`src/rtl/params_pkg.sv`:
```
// rtl/params_pkg.sv - shared register-id types and writeback arbitration types
package params_pkg;

  localparam int REG_ID_W = 5;
  typedef logic [REG_ID_W-1:0] reg_id_t;
  localparam reg_id_t X0 = '0;

  localparam int WB_XLEN = 32;

  typedef enum logic {
    PRIO_EX  = 1'b0,
    PRIO_ALU = 1'b1
  } wb_prio_t;

  typedef struct packed {
    logic                req;
    reg_id_t             wr_reg;
    logic [WB_XLEN-1:0]  wr_data;
  } wb_req_t;

endpackage

```
`src/rtl/wb_starve_ctr.sv`:
```
// rtl/wb_starve_ctr.sv - ALU/MEM starvation counter and writeback priority FSM
module wb_starve_ctr
  import params_pkg::*;
#(
  parameter int STARVE_LIMIT = 4,
  parameter int CNT_W        = 4
) (
  input  logic clk,
  input  logic rst,
  input  logic alu_req,
  input  logic alu_grant,
  output logic prio_alu,
  output logic switch_pulse
);

  localparam logic [CNT_W:0]   LIMIT_EXT = (CNT_W+1)'(STARVE_LIMIT);
  localparam logic [CNT_W-1:0] LIMIT_CNT = CNT_W'(STARVE_LIMIT);

  wb_prio_t          prio_q, prio_d;
  logic [CNT_W-1:0]  starve_q, starve_d;
  logic [CNT_W:0]    starve_inc;

  always_ff @(posedge clk) begin
    if (rst) begin
      prio_q   <= PRIO_EX;
      starve_q <= '0;
    end else begin
      prio_q   <= prio_d;
      starve_q <= starve_d;
    end
  end

  always_comb begin
    starve_inc   = {1'b0, starve_q} + {{CNT_W{1'b0}}, 1'b1};
    starve_d     = '0;
    prio_d       = prio_q;
    switch_pulse = 1'b0;
    if (alu_req && !alu_grant) begin
      starve_d = (starve_inc >= LIMIT_EXT) ? LIMIT_CNT : starve_inc[CNT_W-1:0];
      if (prio_q == PRIO_EX && starve_inc == LIMIT_EXT) begin
        prio_d       = PRIO_ALU;
        switch_pulse = 1'b1;
      end
    end
    // ALU priority lasts exactly until it is served or withdraws its request
    if (prio_q == PRIO_ALU && (alu_grant || !alu_req)) begin
      prio_d = PRIO_EX;
    end
  end

  assign prio_alu = (prio_q == PRIO_ALU);

endmodule

```
`src/rtl/wb_arbiter.sv`:
```
// rtl/wb_arbiter.sv - RF write-port arbiter between ALU/MEM and EX5; WB_ARB_STATS_EN adds counters
module wb_arbiter
  import params_pkg::*;
#(
  parameter int XLEN         = 32,
  parameter int STARVE_LIMIT = 4,
  parameter int CNT_W        = 4
) (
  input  logic            clk_i,
  input  logic            rst_i,
  input  logic            alu_req_i,
  input  reg_id_t         alu_wr_reg_i,
  input  logic [XLEN-1:0] alu_wr_data_i,
  input  logic            ex_req_i,
  input  reg_id_t         ex_wr_reg_i,
  input  logic [XLEN-1:0] ex_wr_data_i,
  output logic            alu_allowed_wb_o,
  output logic            ex_allowed_wb_o,
`ifdef WB_ARB_STATS_EN
  output logic [31:0]     stat_conflict_o,
  output logic [31:0]     stat_alu_stall_o,
  output logic [31:0]     stat_starve_switch_o,
`endif
  output logic            rf_wr_en_o,
  output reg_id_t         rf_wr_reg_o,
  output logic [XLEN-1:0] rf_wr_data_o
);

  logic    prio_alu;
  logic    switch_pulse;
  logic    alu_grant, ex_grant;
  wb_req_t alu_r, ex_r, win;

  wb_starve_ctr #(
    .STARVE_LIMIT (STARVE_LIMIT),
    .CNT_W        (CNT_W)
  ) u_starve (
    .clk          (clk_i),
    .rst          (rst_i),
    .alu_req      (alu_req_i),
    .alu_grant    (alu_grant),
    .prio_alu     (prio_alu),
    .switch_pulse (switch_pulse)
  );

  assign alu_grant = !rst_i && alu_req_i && (!ex_req_i || prio_alu);
  assign ex_grant  = !rst_i && ex_req_i && (!alu_req_i || !prio_alu);

  assign alu_allowed_wb_o = alu_grant;
  assign ex_allowed_wb_o  = ex_grant;

  always_comb begin
    alu_r = '{req: alu_req_i, wr_reg: alu_wr_reg_i, wr_data: alu_wr_data_i};
    ex_r  = '{req: ex_req_i,  wr_reg: ex_wr_reg_i,  wr_data: ex_wr_data_i};
    win   = '0;
    if (alu_grant) begin
      win = alu_r;
    end else if (ex_grant) begin
      win = ex_r;
    end
  end

  // X0 writes still consume the slot but never assert the enable
  always_ff @(posedge clk_i) begin
    if (rst_i) begin
      rf_wr_en_o   <= 1'b0;
      rf_wr_reg_o  <= '0;
      rf_wr_data_o <= '0;
    end else begin
      rf_wr_en_o <= win.req && (win.wr_reg != X0);
      if (win.req) begin
        rf_wr_reg_o  <= win.wr_reg;
        rf_wr_data_o <= win.wr_data;
      end
    end
  end

`ifdef WB_ARB_STATS_EN
  always_ff @(posedge clk_i) begin
    if (rst_i) begin
      stat_conflict_o      <= '0;
      stat_alu_stall_o     <= '0;
      stat_starve_switch_o <= '0;
    end else begin
      if (alu_req_i && ex_req_i) stat_conflict_o <= stat_conflict_o + 32'd1;
      if (alu_req_i && !alu_grant) stat_alu_stall_o <= stat_alu_stall_o + 32'd1;
      if (switch_pulse) stat_starve_switch_o <= stat_starve_switch_o + 32'd1;
    end
  end
`endif

endmodule

```
`config.mk`:
```
export PLATFORM = sky130hd
export DESIGN_NAME = wb_arbiter
export DESIGN_NICKNAME = d
export VERILOG_FILES = /design/src/rtl/params_pkg.sv /design/src/rtl/wb_starve_ctr.sv /design/src/rtl/wb_arbiter.sv
export SDC_FILE = /design/constraint.sdc
export NUM_CORES = 1
export LEC_CHECK = 0
export CAP_MARGIN = 30
export CORE_MARGIN = 4
export CORE_UTILIZATION = 50
export CTS_CLUSTER_SIZE = 12
export DETAILED_ROUTE_END_ITERATION = 8
export DONT_BUFFER_PORTS = 1
export PLACE_DENSITY = 0.75
export RECOVER_POWER = 25
export SYNTH_ARGS = -nofsm -noshare
export SYNTH_HDL_FRONTEND = slang
export SYNTH_SLANG_ARGS = --single-unit
```
`constraint.sdc`:
```
create_clock -name clk_i -period 2.1 [get_ports clk_i]
set_input_delay 0.63 -clock clk_i [delete_from_list [all_inputs] [get_ports clk_i]]
set_output_delay 0.63 -clock clk_i [all_outputs]
set_load 0.03 [all_outputs]
```
Word level (Yosys, flattened, before mapping). Index checks and enable logic that the tools add are counted.

Logic and storage cells: 35. Bits in registers: 43.

Reductions and logical operators: 21. Magnitude comparators: 1. Bitwise operators: 2. $add $sub $neg: 1. Multiplexer cells: 3. Equality and inequality tests: 1.

Operators with widths (number): 38-bit 2-to-1 mux (2); 1-bit logical AND (8); 4-bit by 1-bit adder with 5-bit output, second input constant (1); 5-bit by 3-bit == test with 1-bit output, second input constant (1); 5-bit by 3-bit greater-or-equal comparator with 1-bit output, second input constant (1); 1-bit zero test (5); 5-bit nonzero test (1); 2-bit OR reduction (2); 1-bit logical OR (3); 3-bit 2-to-1 mux (1); 3-bit OR reduction (1); 1-bit NOT (2); 2-bit AND reduction (1).

Logic depth before layout (Yosys ltp). Gate-level depths: netlist of the first run.

Depth in word-level cells: 7. Gate-level depth with buffers: 7. Depth with buffers taken out: 5.

By module. A second synthesis of the first run with hierarchy kept.

Cells, all modules: 206. Area, all modules: 1881.8 um2.

By module, submodules not included: wb_arbiter (seq. area each 760.7 um2, area an instance 1626.6 um2, cells an instance 178, instances 1); wb_starve_ctr (seq. area each 100.1 um2, area an instance 255.2 um2, cells an instance 28, instances 1).

Worst setup path before layout of the first run. Ideal clock, no wire load.

Path type: input -> output. Start: input port alu_req_i. End: output port ex_allowed_wb_o. Arrival time: 1601 ps. Buffers on the path: 1. Stages: 3. Setup slack: -131 ps. Path through: buf_2 a21boi_1 nor2b_1.

Word-level cells in the longest chain between the ends: 3.

Ends and longest elaborated chain: start: declaration (line wb_arbiter.sv:11) `input logic alu_req_i,`; 1-bit zero test (line wb_arbiter.sv:47) `assign ex_grant = !rst_i && ex_req_i && (!alu_req_i || !prio_alu);`; 1-bit logical OR (line wb_arbiter.sv:47); 1-bit logical AND (line wb_arbiter.sv:47); end: declaration (line wb_arbiter.sv:18) `output logic ex_allowed_wb_o,`.

No other way between the ends.

Final worst setup path of the first run.
Start: input port ex_req_i. End: output port ex_allowed_wb_o.

Word-level cells in the longest chain between the ends: 2.

Ends and longest elaborated chain: start: declaration (line wb_arbiter.sv:14) `input logic ex_req_i,`; 1-bit logical AND (2 in series) (line wb_arbiter.sv:47).

No other way between the ends.

==> results of run 1 <==
==> cell families (layout without fill, tap and decap cells) <==
family / count (synthesis) / count (layout) / synth area share
AO/OA/AOI/OAI: 46 / 46 / 0.2001
adder cells (fa/ha/maj): 1 / 1 / 0.006737
buffers and inverters: 21 / 12 / 0.05458
flip-flops: 43 / 43 / 0.4636
other: 1 / 1 / 0.002020
AND/OR/NAND/NOR: 118 / 118 / 0.2729
==> final timing paths <==
check	cells past startpoint	endpoint	slack, ns	from
worst min register to register	1	u_starve.prio_alu	0.45	u_starve.starve_q[2]
worst max-delay path	2	ex_allowed_wb_o	0.12	ex_req_i
worst min-delay path	1	rf_wr_reg_o[2]	0.41	rst_i
worst max register to register	6	rf_wr_data_o[27]	0.46	u_starve.prio_alu
==> final cells by class <==
| class | instances | area share |
|---|---|---|
| Multi-Input combinational cell | 166 | 0.4561 |
| Clock buffer | 6 | 0.04233 |
| Inverter | 2 | 0.003849 |
| Timing Repair Buffer | 3 | 0.02437 |
| Clock inverter | 1 | 0.002566 |
| Sequential cell | 43 | 0.4413 |
| Tap cell | 46 | 0.02951 |
==> state kept, by name, summed over array words and instances (netlist names) <==
name,flops
rf_wr_reg_o,5
u_starve.prio_alu,1
rf_wr_en_o,1
u_starve.starve_q,4
rf_wr_data_o,32
==> cells in the mapped netlist <==
| master | count | area [sq um] |
|---|---|---|
| nor2_4 | 1 | 11.26 |
| nand2_1 | 70 | 262.8 |
| clkbuf_1 | 7 | 26.28 |
| buf_4 | 3 | 22.52 |
| nand2b_1 | 1 | 6.260 |
| nor2_1 | 37 | 138.9 |
| and2_1 | 1 | 6.260 |
| a311oi_1 | 32 | 280.3 |
| conb_1 | 1 | 3.750 |
| dfxtp_1 | 43 | 860.8 |
| or2_2 | 1 | 6.260 |
| or3_1 | 2 | 12.51 |
| inv_1 | 1 | 3.750 |
| a21boi_1 | 1 | 7.510 |
| ha_1 | 1 | 12.51 |
| buf_2 | 9 | 45.04 |
| a21oi_1 | 8 | 40.04 |
| a32oi_1 | 5 | 43.79 |
| nor4_1 | 1 | 6.260 |
| nor2b_1 | 1 | 6.260 |
| nor4b_2 | 2 | 30.03 |
| nand3b_4 | 1 | 20.02 |
| inv_2 | 1 | 3.750 |
==> power by group through the flow <==
stage | logic [mW] | clock network (mW) | registers, mW
floorplan | 0.157 | 0 | 1.04
global placement | 0.162 | 0 | 1.05
detailed placement | 0.168 | 0 | 1.05
CTS | 0.168 | 0.538 | 1.03
global route | 0.187 | 0.576 | 1.04
finish | 0.165 | 0.525 | 1.03
==> metrics by stage <==
step | setup WS (ns) | instances | power (mW) | util | hold slack, ns
floorplan | 0.06581 | 230 | 1.195 | - | 0.4319
global placement | 0.1380 | 260 | 1.213 | 0.5408 | 0.4400
detailed placement | 0.1158 | 260 | 1.220 | 0.5408 | 0.4528
CTS | 0.1028 | 267 | 1.739 | 0.5660 | 0.3912
global route | 0.04361 | 267 | 1.800 | 0.5624 | 0.3797
finish | 0.1169 | 267 | 1.721 | 0.5624 | 0.4070
==> cells in the final DEF (no fill, tap or decap) <==
cell      count
dfxtp_1      43
inv_2         1
buf_4         1
or3_1         2
nand3b_4      1
and2_1        1
nor4_1        1
nand2_1      70
nor2b_4       1
a32oi_1       5
nor2_1       37
nor2_4        1
a311oi_1     32
nand2b_1      1
a21boi_1      1
inv_1         1
nor4b_1       2
buf_12        2
clkinv_2      1
clkbuf_8      6
a21oi_1       8
conb_1        1
or2_2         1
ha_1          1
==> layer usage <==
metal  vias to the layer above  track usage  routed length (um)
li1                        782            -                   -
met2                        66       0.2893                2127
met3                         5      0.06159                 496
met5                         -            0                   0
met1                       698       0.2103                1755
met4                         0      0.09246                  53
==> flow_metrics.env, run 1 <==
export IMPL_outcome="completed"
export IMPL_rsz0062_at_grt="false"
export IMPL_clk_path_buf_depth=2
export IMPL_cts_tree="done"
export IMPL_pwr_share_seq=0.599
export IMPL_maxCapViolations=0
export IMPL_hpwl_mm=3.099
export IMPL_crit_slowest_cell="a21boi_1"
export IMPL_clock_latency_ns=0.29
export IMPL_path_clk_slew_ns=0.08
export IMPL_totalWireLength_mm=4.432
export IMPL_fin_crit_ns=1.983
export IMPL_final_area_sq_um=1951
export IMPL_fin_crit_sh=0.9443
export IMPL_dieWidth_um=68.94
export IMPL_power_frac_clock=0.305
export IMPL_gp_congestion=0.9043
export IMPL_cts_buffers=5
export IMPL_cts_sinks=43
export IMPL_antenna_cells=0
export IMPL_cts_resized_gates=0
export IMPL_grt_pass1_vias=1346
export IMPL_cp_arrival_ns=1.35
export IMPL_wl_per_cell_um=16.60
export IMPL_netlist_area_sq_um=1857
export IMPL_cts_root_buf="clkbuf_8"
export IMPL_drt_iter0_markers=124
export IMPL_grt_max_degree=65
export IMPL_vias=1551
export IMPL_grt_total_usage=0.1796
export IMPL_die_area_sq_um=4753
export IMPL_leakagePower_nw=0.7598
export IMPL_path_delay_family="compound AO/OA/AOI/OAI gates"
export IMPL_ioPinCount=118
export IMPL_rows=21
export IMPL_p_sw_uw=516.3
export IMPL_fillerInstances=340
export IMPL_design_core_area_sq_um=3468
export IMPL_multi_input_area_sq_um=889.6
export IMPL_grt_pass1_wl_mm=6.292
export IMPL_drt_vias_per_instance=5.809
export IMPL_syn_nets=309
export IMPL_start_util=0.5354
export IMPL_grt_antenna_before_repair=0
export IMPL_fin_nets=300
export IMPL_portBuffers=0
export IMPL_cp_num_buf_inv=0
export IMPL_finalHoldViolations=0
export IMPL_worstSetupStartpointType="input port"
export IMPL_yosysUniqueCellTypes=23
export IMPL_placed_cell_area_sq_um=1876
export IMPL_worstHoldPathType="in2reg"
export IMPL_hold_buffers=0
export IMPL_syn_inst=230
export IMPL_syn_area_per_cell_sq_um=8.073
export IMPL_yosys_warnings=0
export IMPL_fin_setup_tns_ns=0
export IMPL_dieHeight_um=68.94
export IMPL_yosysSeqAreaShare=0.4636
export IMPL_maxSlewViolCount=0
export IMPL_crit_type="in2out"
export IMPL_drc=0
export IMPL_timing_fmax_mhz=504.3
export IMPL_pwr_share_comb=0.096
export IMPL_required_ns=1.47
export IMPL_setup_viol=0
export IMPL_ys_ff_latch=43
export IMPL_p_sw_frac=0.3001
export IMPL_powerDensity_nw_per_um2=882.1
export IMPL_drive_above_1_share=0.06787
export IMPL_grt_ovfl_total=0
export IMPL_p_int_mw=1.204
export IMPL_finalClockSkew_ns=0.002161
export IMPL_syn2layout_area_growth_pct=5.054
export IMPL_cp_slowest_stage_delay_ns=0.38
export IMPL_crit_path_cell_trace="a21boi_1 > nor2b_4"
export IMPL_vdd_drop_max_mv=0.4326
export IMPL_ctsHtreeMaxLevel=2
export IMPL_crit_fanout=6
export IMPL_cp_end_kind="primary output"
export IMPL_regArea_sq_um=860.8
export IMPL_drt_antenna_violating_nets=0
export IMPL_cts_setup_buffers=0
export IMPL_drtPass1Iterations=4
Power figures use the tool's default switching activity.
==> run 2, diff against run 1 <==
--- a/config.mk
+++ b/config.mk
@@ -8,11 +8,14 @@
 export CAP_MARGIN = 30
 export CORE_MARGIN = 4
 export CORE_UTILIZATION = 50
+export CTS_CLUSTER_DIAMETER = 40
 export CTS_CLUSTER_SIZE = 12
 export DETAILED_ROUTE_END_ITERATION = 8
 export DONT_BUFFER_PORTS = 1
+export HOLD_SLACK_MARGIN = 0.05
 export PLACE_DENSITY = 0.75
 export RECOVER_POWER = 25
+export SLEW_MARGIN = 15
 export SYNTH_ARGS = -nofsm -noshare
 export SYNTH_HDL_FRONTEND = slang
 export SYNTH_SLANG_ARGS = --single-unit
==> results of run 2 <==
The final DEF is identical to that of run 1; final timing and power are the same.
==> run 3, diff against run 2 <==
--- a/config.mk
+++ b/config.mk
@@ -15,7 +15,7 @@
 export HOLD_SLACK_MARGIN = 0.05
 export PLACE_DENSITY = 0.75
 export RECOVER_POWER = 25
-export SLEW_MARGIN = 15
+export SLEW_MARGIN = 25
 export SYNTH_ARGS = -nofsm -noshare
 export SYNTH_HDL_FRONTEND = slang
 export SYNTH_SLANG_ARGS = --single-unit
==> results of run 3 <==
The final DEF is identical to that of run 1; final timing and power are the same.
